**src/rtl/right_tail_seq.sv**
```systemverilog
// Right tail-lamp sequencer: outward center-to-edge sweep, brake steady-on,
// optional hazard flash compiled in with the HAZARD_EN macro.
module right_tail_seq #(
    parameter int unsigned STEP_CYCLES = 67108864
) (
    input  logic       Clk,
    input  logic       Rst,
    input  logic       RightReq,
    input  logic       Brake,
    input  logic       Hazard,
    output logic [2:0] Right,
    output logic       StepTick,
    output logic       Busy
);

    localparam int unsigned CW = (STEP_CYCLES > 1) ? $clog2(STEP_CYCLES) : 1;
    localparam logic [CW-1:0] CNT_MAX = CW'(STEP_CYCLES - 1);

    typedef enum logic [2:0] {
        IDLE,
        R1,
        R2,
        R3,
        GAP
`ifdef HAZARD_EN
        ,
        HAZ_ON,
        HAZ_OFF
`endif
    } state_t;

    state_t        state;
    logic [CW-1:0] cnt;
    logic [CW-1:0] cnt_adv;
    logic          step_tick;
    logic [1:0]    req_sync;
    logic [1:0]    brk_sync;
    logic          req_s;
    logic          brk_s;

`ifdef HAZARD_EN
    logic [1:0]    haz_sync;
    logic          haz_s;
    logic          in_haz;

    assign haz_s  = haz_sync[1];
    assign in_haz = (state == HAZ_ON) || (state == HAZ_OFF);
`else
    logic          unused_hazard;

    assign unused_hazard = Hazard;
`endif

    assign req_s     = req_sync[1];
    assign brk_s     = brk_sync[1];
    // Count is forced to 0 in IDLE, so no tick can appear there.
    assign step_tick = (cnt == CNT_MAX);
    assign cnt_adv   = step_tick ? '0 : cnt + CW'(1);
    assign StepTick  = step_tick;

    always_ff @(posedge Clk or posedge Rst) begin
        if (Rst) begin
            req_sync <= '0;
            brk_sync <= '0;
`ifdef HAZARD_EN
            haz_sync <= '0;
`endif
            state    <= IDLE;
            cnt      <= '0;
            Right    <= '0;
            Busy     <= 1'b0;
        end else begin
            req_sync <= {req_sync[0], RightReq};
            brk_sync <= {brk_sync[0], Brake};
`ifdef HAZARD_EN
            haz_sync <= {haz_sync[0], Hazard};
            // Hazard pre-empts every non-hazard state, including brake in IDLE.
            if (haz_s && !in_haz) begin
                state <= HAZ_ON;
                cnt   <= '0;
                Right <= '1;
                Busy  <= 1'b1;
            end else
`endif
            case (state)
                IDLE: begin
                    cnt <= '0;
                    if (req_s) begin
                        state <= R1;
                        Right <= 3'b100;
                        Busy  <= 1'b1;
                    end else begin
                        Right <= {3{brk_s}};
                        Busy  <= 1'b0;
                    end
                end
                R1: begin
                    cnt <= cnt_adv;
                    if (step_tick) begin
                        state <= R2;
                        Right <= 3'b110;
                    end
                end
                R2: begin
                    cnt <= cnt_adv;
                    if (step_tick) begin
                        state <= R3;
                        Right <= 3'b111;
                    end
                end
                R3: begin
                    cnt <= cnt_adv;
                    if (step_tick) begin
                        state <= GAP;
                        Right <= 3'b000;
                    end
                end
                GAP: begin
                    cnt <= cnt_adv;
                    if (step_tick) begin
                        if (req_s) begin
                            state <= R1;
                            Right <= 3'b100;
                        end else begin
                            state <= IDLE;
                            Right <= {3{brk_s}};
                            Busy  <= 1'b0;
                        end
                    end
                end
`ifdef HAZARD_EN
                HAZ_ON, HAZ_OFF: begin
                    if (!haz_s) begin
                        state <= IDLE;
                        cnt   <= '0;
                        Right <= {3{brk_s}};
                        Busy  <= 1'b0;
                    end else begin
                        cnt <= cnt_adv;
                        if (step_tick) begin
                            state <= (state == HAZ_ON) ? HAZ_OFF : HAZ_ON;
                            Right <= (state == HAZ_ON) ? 3'b000 : 3'b111;
                        end
                    end
                end
`endif
                default: begin
                    state <= IDLE;
                    cnt   <= '0;
                    Right <= '0;
                    Busy  <= 1'b0;
                end
            endcase
        end
    end

endmodule

```
**config.mk**
```make
export PLATFORM = sky130hd
export DESIGN_NAME = right_tail_seq
export DESIGN_NICKNAME = d
export VERILOG_FILES = /design/src/rtl/right_tail_seq.sv
export SDC_FILE = /design/constraint.sdc
export NUM_CORES = 1
export LEC_CHECK = 0
export BUFFER_PORTS_ARGS = -buffer_cell sky130_fd_sc_hd__clkbuf_2
export CAP_MARGIN = 40
export CORE_MARGIN = 8
export CORE_UTILIZATION = 59
export CTS_CLUSTER_SIZE = 14
export DETAILED_ROUTE_END_ITERATION = 8
export PLACE_DENSITY = 0.86
export SKIP_LAST_GASP = 1
export SLEW_MARGIN = 40
export SYNTH_ARGS = -nofsm -noshare
export SYNTH_HDL_FRONTEND = slang
export SYNTH_SLANG_ARGS = --single-unit
export TNS_END_PERCENT = 50
```
**constraint.sdc**
```tcl
create_clock -name Clk -period 2.4 [get_ports Clk]
set_input_delay 0.36 -clock Clk [delete_from_list [all_inputs] [get_ports Clk]]
set_output_delay 0.36 -clock Clk [all_outputs]
set_load 0.005 [all_outputs]
```
Word level (Yosys, flattened, before mapping):

Index checks and enable logic that the tools add are counted.
Widths: inputs -> output; s select.

* register bits after elaboration: 37
* bits in latches: 0
* RAM bits: 0
* bits in read-only memories: 0
* bits of input ports: 5
* output and inout port bits: 5
* word-level logic and storage cells: 44
* memories: 0

* add/sub/neg operators: 1
* multiply operators: 0
* div/mod/pow operators: 0
* order comparisons: 0
* equal/unequal tests: 11
* shift operators: 0
* multiplexer cells: 19
* bitwise operators: 1
* reductions and logical operators: 6

Operators by type and width (count)
* $mux 26: 2
* $mux 3: 10
* $pmux 3 s5: 2
* $add 26x1->26 const B: 1
* $eq 26x26->1 const B: 1
* $ne 2x2->1 const B: 6
* $eq 3x2->1 const B: 2
* $reduce_and 5->1: 1
* $mux 1: 4
* $reduce_and 4->1: 1
* $reduce_or 4->1: 1
* $eq 3x1->1 const B: 1
* $eq 3x3->1 const B: 1
* $logic_not 3->1: 1
* $pmux 1 s3: 1
* $reduce_and 3->1: 1
* $reduce_or 3->1: 1
* $not 1->1: 1

Depth between registers and ports, before layout:

Gate-level depths: netlist of run 1.

* depth in word-level cells: 4
* mapped depth: 8
* mapped depth without buffers: 7

Least setup slack after synthesis of run 1:

OpenSTA, ideal clock, no wires.

* kind: reg2reg
* start: reg cnt[0]
* end: reg Right[0]
* setup time: 0.142 ns
* arrival time: 1.699 ns
* required time: 2.258 ns
* path slack: 0.560 ns
* stages on the path, launching flop included: 8
* buffers on the path: 1
* clock period less this slack: 1.840 ns
* cells stage by stage: dfrtp_1 -> ha_1 -> and4_1 -> buf_2 -> and4_1 -> and2_1 -> o311ai_0 -> o211ai_1

* word-level cells in the longest chain between the ends: 3
* elaborated cells between the ends (all ways): 6
* classes of those cells: eq/ne (5); reduce/logical (1)

RTL lines
* start: declaration: line 33 `logic [CW-1:0] cnt;`
* start signal: assignment: line 98 `cnt <= cnt_adv;`
* start signal: assignment: line 105 `cnt <= cnt_adv;`
* start signal: assignment: line 112 `cnt <= cnt_adv;`
* $eq 26x26->1 (*): line 57 `assign step_tick = (cnt == CNT_MAX);`
* $ne 2x2->1 (no source line)
* $reduce_and 4->1 (no source line) (*)
* end signal: assignment: line 93 `Right <= {3{brk_s}};`
* end signal: assignment: line 126 `Right <= {3{brk_s}};`
* end: declaration: line 11 `output logic [2:0] Right,`

Mark *: on every way between the ends. The rest lies on a longest branch, timed or not.
A chain may end at the register's enable or synchronous reset.

Final worst setup path of run 1:

* start: reg cnt[0]
* end: out StepTick

* word-level cells in the longest chain between the ends: 1

RTL lines
* $eq 26x26->1: line 57
* end: declaration: line 12 `output logic StepTick,`

Every way passes these cells.

==> summary.txt, run 1 <==
Routing
  – TritonRoute pass-1 iters: 6
  – Routed len/inst: 14.21 µm
  – DR vias/cell: 5.635
  – DR DRC count: 0
  – Final ANT Viol Nets: 0
  – Via Count: 1420
  – 1st-iter DRT viols: 120
  – WL final: ~3600 µm

STA
  – Clock Skew: 11.91 ps
  – Min Tclk post-route: 2326 ps
  – Final Hold Viols: 0
  – Final worst slack: 74.22 ps
  – Fmax: 430.0 MHz
  – Rel. slew slack: between 60% and 70%
  – Final period util: 96.91%
  – Least-Margin Pin Slew: ~460 ps
  – Setup violators final: 0
  – Slew Viols, Final: 0
  – Final hold slack: between 80 and 90 ps

CTS
  – Root cell of the clock tree: clkbuf_4
  – Clk sink count: 37
  – Cts hold-fix bufs: 0
  – CTS tree: done
  – H-tree levels: 2
  – Later-pin clock latency in the skew report: 340 ps
  – Clock-pin slew of the registers on the worst-case setup and hold paths: 110 ps
  – Total CTS buffers: 5
  – CTS max path bufs: 2

Run
  – Maxcap violations: 0

Power and ir drop
  – Pwr Total: roughly 0.0013 W
  – Leakage: just under 0.9 nW
  – Worst VDD drop: roughly 0.51 mV
  – PD cells: 619.5 mW/mm²

Synth
  – Post-synthesis cell count: about 200
  – Area contributors post-synth: dfrtp_1, xnor2_1, nor2_1
  – Sequential area share after synthesis: 48.84%
  – Yosys top cell area share: 48.84%
  – Yosys warns: 0
  – Synth Area per Inst: 9.622 µm²
  – Yosys cell types: 42
  – Cell taking the most area after synthesis: dfrtp_1
  – #FFs+latches synth: 37
  – Syn Std Cell Area: between 0.0015 and 0.002 mm²
  – Post-Syn Nets: between 200 and 250

Setup path
  – R2r endpoint: cnt[15]$_DFF_PP0_
  – Critical path data required time: approximately 2000 ps
  – R2R Path Start: cnt[0]$_DFF_PP0_
  – Critical Path Source: cnt[0]$_DFF_PP0_
  – Worst Setup Path Type: reg2out
  – Worst Reg-to-Reg Cells: 7
  – Arrival time worst endpoint: slightly below 2000 ps
  – Worst setup EP type: output port
  – Crit path max fanout: 7
  – Crit start category: register
  – Worst R2R Setup Slack: 200 ps

Worst hold path
  – Hold Crit Class: in2async

Global routing
  – Vias in the first global route: ~1.4k
  – First-pass GRT wire length: ~6400 µm
  – Total GRT Usage: between 10% and 20%
  – Initial antenna violation count: 0
  – GR Overflow Total: 0
  – Largest net degree at the start of global routing: 38

Layout
  – Share of cells above drive strength 1: 13.94%
  – NumNets Final: roughly 210
  – Commonest non-fill, non-tap cell in the layout: dfrtp_1
  – Synth-to-layout area growth: 7.657%
  – Most frequent cells in the layout: dfrtp_1, nor2_1, xnor2_1, nand2_1, nor3_1
  – # diodes: 0

Placement
  – Routability cong.: a little under 0.9
  – Port bufs: 8
  – Dpl hpwl: approximately 2500 µm
  – Dpl ws: between 200 and 250 ps

Floorplanning
  – Die Height: a little over 70 µm
  – Die area: 0.005282 mm²
  – Io pins: 10
  – Core Area: slightly above 0.003 mm²
  – Initial Util: 62.09%
  – Die Wd: 72.68 µm
  – Row cnt: 20

Status
  – Outcome: finished, final reports clean
[power breakdown]
| part | switching [W] | internal, W |
|---|---|---|
| registers | 0.0000779 | 0.000691 |
| clock network | 0.000201 | 0.000112 |
| logic | 0.0000925 | 0.0000896 |
| total | 0.000372 | 0.000892 |
[repair_timing]
action                                  4_1_cts  5_1_grt
endpoints found under the hold margin         0        0
pin swaps                                     0        2
resized for setup                             2        2
endpoints found under the setup margin        1        1
buffers inserted                              0        2
[synthesized netlist by cell type]
library cell and n:
buf_4 2, ha_1 1, and4_4 1, or3_1 1
nand4_1 8, nor3_1 11, a211oi_1 1, nor2_2 1
and4_1 3, nand2b_2 1, o2bb2ai_1 1, clkinv_4 1
a21oi_1 3, nor2_1 36, nand4_4 1, o31ai_1 1
nor2b_1 1, o22ai_1 1, and3_1 4, o21a_1 1
xnor2_1 18, nand3_1 10, a211oi_2 1, xor2_1 8
and2_1 2, or3_4 1, nand3_2 1, dfrtp_1 37
o21ai_2 1, o211ai_1 2, o311ai_0 1, nor4b_1 1
o21ai_0 1, nand3b_1 1, buf_2 1, clkbuf_1 5
nand2_1 12, o221ai_1 1, nand2b_1 1, nor4_1 4
inv_1 6, mux2i_1 2
[metal layers]
| layer | GRT usage, % | vias to the layer above | routed length [µm] |
|---|---|---|---|
| met5 | 0 | - | 0 |
| met4 | 7.333 | 0 | 76 |
| met3 | 4.258 | 8 | 117 |
| met2 | 25.55 | 22 | 1879 |
| met1 | 17.04 | 695 | 1508 |
| li1 | - | 695 | - |
[through the flow]
step / TNS (ps) / util, % / cell area, µm² / instances
floorplan: 0 / - / 1896 / 197
global placement: 0 / 64.18 / 1959 / 242
detailed placement: 0 / 64.18 / 1959 / 242
CTS: 0 / 65.94 / 2013 / 250
global route: -1.398 / 66.84 / 2041 / 252
finish: 0 / 66.84 / 2041 / 252
[how the worst max path moves through the flow]
stage,to,cells after the start,slack [ps]
final,StepTick,6,70
after detailed placement,cnt[23]$_DFF_PP0_,6,240
after global placement,cnt[14]$_DFF_PP0_,6,340
after global routing,StepTick,6,-1
after CTS,StepTick,6,30
after floorplan,Right[0]$_DFFE_PP0P_,7,560
[sequential cells by signal, indices dropped and copies added (netlist names)]
| register | cells |
|---|---|
| cnt | 26 |
| Right | 3 |
| state | 3 |
| brk_sync | 2 |
| req_sync | 2 |
| Busy | 1 |
[critical path, cell delays in order (launching register included)]
cell      delay (ps)
dfrtp_1          430
ha_4             170
and4_4           270
nand4_1          130
or3_4            430
clkinv_4          80
clkbuf_2         110
[cells by family after synthesis]
kind of cell,Yosys count,share of synthesized area [%]
AND/OR/NAND/NOR,101,27.86
flip-flops,37,48.84
XOR/XNOR,26,12.01
AO/OA/AOI/OAI,15,5.875
buffers and inverters,15,3.696
multiplexers,2,1.056
adder cells (fa/ha/maj),1,0.6600
[layout make-up]
cell class	count	area (µm²)
fillers	247	1012
flip-flops and latches	37	925.9
multi-input cells	145	914.6
repair buffers	11	62.56
well taps	44	55.05
clock buffers	6	41.29
inverters	7	31.28
clock inverters	2	10.01
Note: power is estimated with default switching activity, not from simulation.
==> run 2: changes to the inputs <==
Settings changed: PLACE_DENSITY 0.86 to 0.75.
==> run 2 against run 1 <==
Effect of this change:
- clock power grew 46%
- setup slack gained 6.0 ps
- total power grew 12%
- die area is the same
- global-route usage shrank 0.085 points
- maximum frequency grew 0.26%
- flip-flop and latch count is the same
- clock skew is essentially flat
- worst hold slack lost 7.3 ps
- cell area grew 1.7%
- critical path type unchanged
- critical endpoint unchanged
- largest power group unchanged
==> summary.txt, run 2 (synthesis gave the netlist of run 1 again) <==
Status
  – Outcome: finished, final reports clean

Setup path
  – Crit-path cells: ha_2 > and4_4 > nand4_1 > or3_4 > clkinv_4 > clkbuf_2
  – Critical path data required time: ~2000 ps
  – Arrival time worst endpoint: between 1500 and 2000 ps
  – Crit start category: register
  – Worst R2R Setup Slack: around 360 ps
  – Crit path max fanout: 7
  – CP max stage delay: 400 ps
  – Worst setup EP type: output port
  – CP max stage cell: or3_4
  – Worst Setup Path Type: reg2out

Floorplanning
  – Core Area: a little over 0.003 mm²
  – Initial Util: between 60% and 70%
  – Die Wd: 72.68 µm
  – Die Height: slightly above 70 µm
  – Die area: about 0.0053 mm²
  – Row cnt: 20
  – Io pins: 10

Global routing
  – GR Overflow Total: 0
  – M2 GR Usage: 23.96%
  – First-pass GRT wire length: between 6000 and 7000 µm
  – Total GRT Usage: between 10% and 20%
  – M3 GR Usage: around 3.4%
  – GR Layer Usage met1: a little under a fifth
  – Vias in the first global route: roughly 1.4k
  – Largest net degree at the start of global routing: 38
  – Initial antenna violation count: 0
  – Grt peak-use layer: met2

Layout
  – Largest Register: cnt
  – Max reg flops: 26
  – Share of cells above drive strength 1: between 10% and 20%
  – Synth-to-layout area growth: 9.505%
  – Top Registers: cnt: 26 flops, Right: 3 flops, state: 3 flops
  – Most frequent cells in the layout: dfrtp_1, nor2_1, xnor2_1, nand2_1, nor3_1
  – Commonest non-fill, non-tap cell in the layout: dfrtp_1
  – NumNets Final: roughly 210
  – # diodes: 0

STA
  – Setup TNS: 0 ps
  – Final period util: roughly 97%
  – Rel. slew slack: between 60% and 70%
  – Final Hold Viols: 0
  – Setup violators final: 0
  – Least-Margin Pin Slew: between 400 and 500 ps
  – Clock Skew: 11.46 ps
  – Min Tclk post-route: roughly 2300 ps
  – Final worst slack: 80.21 ps
  – RSZ-0062 raised after global routing: no
  – Fmax: 431.1 MHz
  – Slew Viols, Final: 0

CTS
  – Cts hold-fix bufs: 0
  – CTS tree: done
  – Total CTS buffers: 5
  – H-tree levels: 2
  – CTS max path bufs: 2
  – Clock-pin slew of the registers on the worst-case setup and hold paths: 120 ps
  – Root cell of the clock tree: clkbuf_4
  – Later-pin clock latency in the skew report: between 300 and 400 ps
  – Clk sink count: 37

Routing
  – Routed len/inst: 13.91 µm
  – WL final: 3519 µm
  – DR vias/cell: between 5 and 6
  – TritonRoute pass-1 iters: 4
  – 1st-iter DRT viols: 134
  – Final ANT Viol Nets: 0
  – DR DRC count: 0
  – Via Count: around 1.4k

Power and ir drop
  – Leakage: 0.8895 nW
  – Worst VDD drop: between 0.5 and 0.6 mV
  – PD cells: between 600 and 700 mW/mm²

Placement
  – Dpl hpwl: 2389 µm
  – Routability cong.: roughly 0.83
  – Port bufs: 8
  – Dpl ws: 246.2 ps

Worst hold path
  – Hold Crit Class: in2async

Run
  – Maxcap violations: 0
[run 2: cell count changes in the layout (fill, tap and decap cells not counted)]
cell and delta:
bufinv_16 +1, buf_4 +1, clkinvlp_4 +1, clkinv_2 -2
clkbuf_1 -1, clkbuf_8 +1, ha_2 +1, ha_4 -1
[run 2: final timing paths]
check                                       from                    end  depth (start not counted)
max in group asynchronous                    Rst      cnt[10]$_DFF_PP0_                          3
min reg2reg                req_sync[0]$_DFF_PP0_  req_sync[1]$_DFF_PP0_                          0
max reg2reg                     cnt[0]$_DFF_PP0_      cnt[18]$_DFF_PP0_                          6
min in group Clk                        RightReq  req_sync[0]$_DFF_PP0_                          1
min                                          Rst       cnt[4]$_DFF_PP0_                          3
max                             cnt[0]$_DFF_PP0_               StepTick                          6
[run 2: worst max-delay path, delay by kind of cell (launching register included)]
kind          cells  cell delay (ps)
simple gates      3              820
fa+ha+maj         1              220
flops             1              390
buf+inv           2              200
[run 2: metrics by stage]
step	cell area (µm²)	instances	total power, W	utilization (%)	hold slack (ps)
final	2076	253	0.001417	67.99	77.76
after global routing	2076	253	0.001484	67.99	99.37
after CTS	2051	250	0.001400	67.17	91.12
after detailed placement	1959	242	0.0009426	64.18	336.4
after global placement	1959	242	0.0009230	64.18	333.5
after floorplan	1896	197	0.0008895	-	331.2
[run 2: layer usage]
metal,part of all wire [%],vias up
li1,-,703
met1,44,683
met2,49,34
met3,5.4,5
met4,1.2,0
met5,0,-
[run 2: power breakdown]
group | internal, W | total (W) | switching (W)
combinational | 0.0000994 | 0.000201 | 0.000102
clock | 0.000247 | 0.000456 | 0.000208
sequential | 0.000691 | 0.000760 | 0.0000688
total | 0.00104 | 0.00142 | 0.000379
[run 2: cell type report]
type / count / area [µm²]
clock inverter: 2 / 37.54
tap: 44 / 55.05
timing repair buffer: 12 / 70.07
clock buffer: 6 / 51.30
fill: 254 / 977.2
multi-input combinational: 145 / 904.6
inverter: 7 / 31.28
sequential: 37 / 925.9
[run 2: timing repair]
item                       4_1_cts  5_1_grt
setup buffers                    0        3
cloned                           0        0
gates resized for setup          2        1
pin swaps                        0        0
setup endpoints to repair        1        1
==> run 3: changes to the inputs <==
==> constraint.sdc (replaced) <==
create_clock -name Clk -period 2.4 [get_ports Clk]
set_input_delay 0.72 -clock Clk [delete_from_list [all_inputs] [get_ports Clk]]
set_output_delay 0.72 -clock Clk [all_outputs]
set_load 0.005 [all_outputs]
==> run 3 against run 2 <==
Effect of this change:
- the run now ends with negative setup slack left
- cell area rose by 3.1%
- combinational power rose by 4%
- die area did not move
- largest power group unchanged
- flip-flop and latch count did not move
==> summary.txt, run 3 (synthesis gave the netlist of run 1 again) <==
Power and ir drop
  – Worst VDD drop: ~0.47 mV
  – Leakage: 0.9323 nW
  – Sequential group share of total power: a little over half
  – PD cells: approximately 660 mW/mm²
  – Cell-internal power: roughly 0.001 W
  – Psw: 0.0003845 W
  – Combinational share of power: 14.9%
  – Switching share of power: 27.34%
  – Clock power share: between 30% and 40%

Global routing
  – Largest net degree at the start of global routing: 38
  – M2 GR Usage: 24.95%
  – Total GRT Usage: about 15%
  – GR Overflow Total: 0
  – M3 GR Usage: under 10%
  – First-pass GRT wire length: roughly 6300 µm
  – Grt peak-use layer: met2
  – Vias in the first global route: roughly 1.4k
  – GR Layer Usage met1: 18.07%
  – Initial antenna violation count: 0

Routing
  – TritonRoute pass-1 iters: 5
  – Via Count: 1441
  – Routed len/inst: ~14 µm
  – DR DRC count: 0
  – WL final: roughly 3700 µm
  – 1st-iter DRT viols: 122
  – Final ANT Viol Nets: 0
  – DR vias/cell: 5.500

Setup path
  – Worst setup EP type: output port
  – Worst R2R Setup Slack: around 340 ps
  – CP bufs+invs: 2
  – Crit path max fanout: 2
  – Crit-path cells: ha_2 > and4_1 > nand4_1 > or3_4 > clkinv_4 > buf_6
  – Crit start category: register
  – R2r endpoint: cnt[21]$_DFF_PP0_
  – Worst Reg-to-Reg Cells: 7
  – CP max stage cell: or3_4
  – Critical path data required time: about 1700 ps
  – CP top delay family: simple AND/OR/NAND/NOR gates
  – R2R Path Start: cnt[1]$_DFF_PP0_
  – CP max stage delay: 410 ps
  – Worst Setup Path Type: reg2out
  – Arrival time worst endpoint: between 1500 and 2000 ps

Layout
  – Commonest non-fill, non-tap cell in the layout: dfrtp_1
  – Fill count: 240
  – Largest Register: cnt
  – Final design utilization: approximately 70%
  – Share of cells above drive strength 1: 18.35%
  – Top Registers: cnt: 26 flops, Right: 3 flops, state: 3 flops
  – Max reg flops: 26
  – Post-route design area: approximately 0.0021 mm²
  – Most frequent cells in the layout: dfrtp_1, nor2_1, xnor2_1, buf_4, nand2_1
  – NumNets Final: about 220
  – Post-Layout Cell Count: between 200 and 300
  – # diodes: 0
  – Synth-to-layout area growth: 12.94%

CTS
  – Later-pin clock latency in the skew report: 350 ps
  – H-tree levels: 2
  – CTS max path bufs: 2
  – Total CTS buffers: 5
  – CTS tree: done
  – Clk sink count: 37
  – Clock-pin slew of the registers on the worst-case setup and hold paths: around 120 ps
  – Root cell of the clock tree: clkbuf_4

Placement
  – Dpl hpwl: around 2500 µm
  – Routability cong.: 0.8621
  – Port bufs: 8
  – Placed Cells: approximately 250
  – DP Area: approximately 0.0020 mm²

Floorplanning
  – Io pins: 10
  – Die area: ~0.0053 mm²
  – Die Height: around 73 µm
  – Initial Util: between 60 and 70%
  – Row cnt: 20
  – Die Wd: 72.68 µm
  – Core Area: approximately 0.0031 mm²

STA
  – Final hold slack: approximately 360 ps
  – Least-Margin Pin Slew: between 400 and 500 ps
  – Clock Skew: ~14 ps
  – Final worst slack: -91.51 ps
  – Rel. slew slack: 66.95%
  – Min Tclk post-route: between 2000 and 2500 ps
  – Final Hold Viols: 0
  – Final period util: 103.8%
  – Fmax: roughly 400 MHz
  – Slew Viols, Final: 0
  – Setup violators final: 1
  – RSZ-0062 raised after global routing: yes

Worst hold path
  – WHS Path Cells: 0
  – Hold Crit Class: reg2reg
  – Hold Startpoint: req_sync[0]$_DFF_PP0_
  – Worst hold endpoint: req_sync[1]$_DFF_PP0_

Run
  – Maxcap violations: 0

Status
  – Failing checks: negative setup slack
  – Outcome: finished, violations left
[run 3: changes by cell type in the layout (fill, tap and decap cells not counted), sizes merged]
cell	change
clkinv	+1
buf	+10
clkinvlp	-1
clkbuf	-1
[run 3: what timing repair did]
item / in CTS / in global routing
setup endpoints to repair: 1 / 1
pin swaps: 1 / 3
setup buffers: 5 / 3
resized for setup: 1 / 3
hold buffers: 0 / 0
[run 3: worst max path at each step]
stage	slack, ps	cells after the start	endpoint	from
final	-90	6	StepTick	cnt[1]$_DFF_PP0_
after global routing	-160	6	StepTick	cnt[1]$_DFF_PP0_
after CTS	-100	6	StepTick	cnt[1]$_DFF_PP0_
after detailed placement	210	6	StepTick	cnt[0]$_DFF_PP0_
after global placement	230	6	StepTick	cnt[0]$_DFF_PP0_
after floorplan	250	6	StepTick	cnt[0]$_DFF_PP0_
[run 3: metal layers]
layer,vias up,routed length (µm)
met5,-,0
met4,0,71
met3,8,119
met2,27,1829
met1,685,1715
li1,721,-
[run 3: final cells by class]
type	instances	area (µm²)	area share [%]
clock inverters	2	38.79	1.812
inverters	7	31.28	1.461
repair buffers	21	143.9	6.721
multi-input cells	145	904.6	42.26
well taps	44	55.05	2.572
clock buffers	6	41.29	1.929
flip-flops and latches	37	925.9	43.25
[run 3: per-stage QoR]
step	power, W	setup slack [ps]	TNS, ps
global route	0.001470	-164.6	-164.6
global placement	0.0009263	232.9	0
finish	0.001407	-91.51	-91.51
floorplan	0.0008895	251.8	0
CTS	0.001398	-99.92	-99.92
detailed placement	0.0009432	209.6	0
[run 3: power by group through the flow]
stage          Clock (W)  Sequential, W  Combinational, W
2_1_floorplan          0       0.000756          0.000134
3_3_place_gp           0       0.000763          0.000164
3_5_place_dp           0       0.000769          0.000175
4_1_cts         0.000441       0.000756          0.000200
5_1_grt         0.000466       0.000769          0.000236
6_report        0.000436       0.000761          0.000209
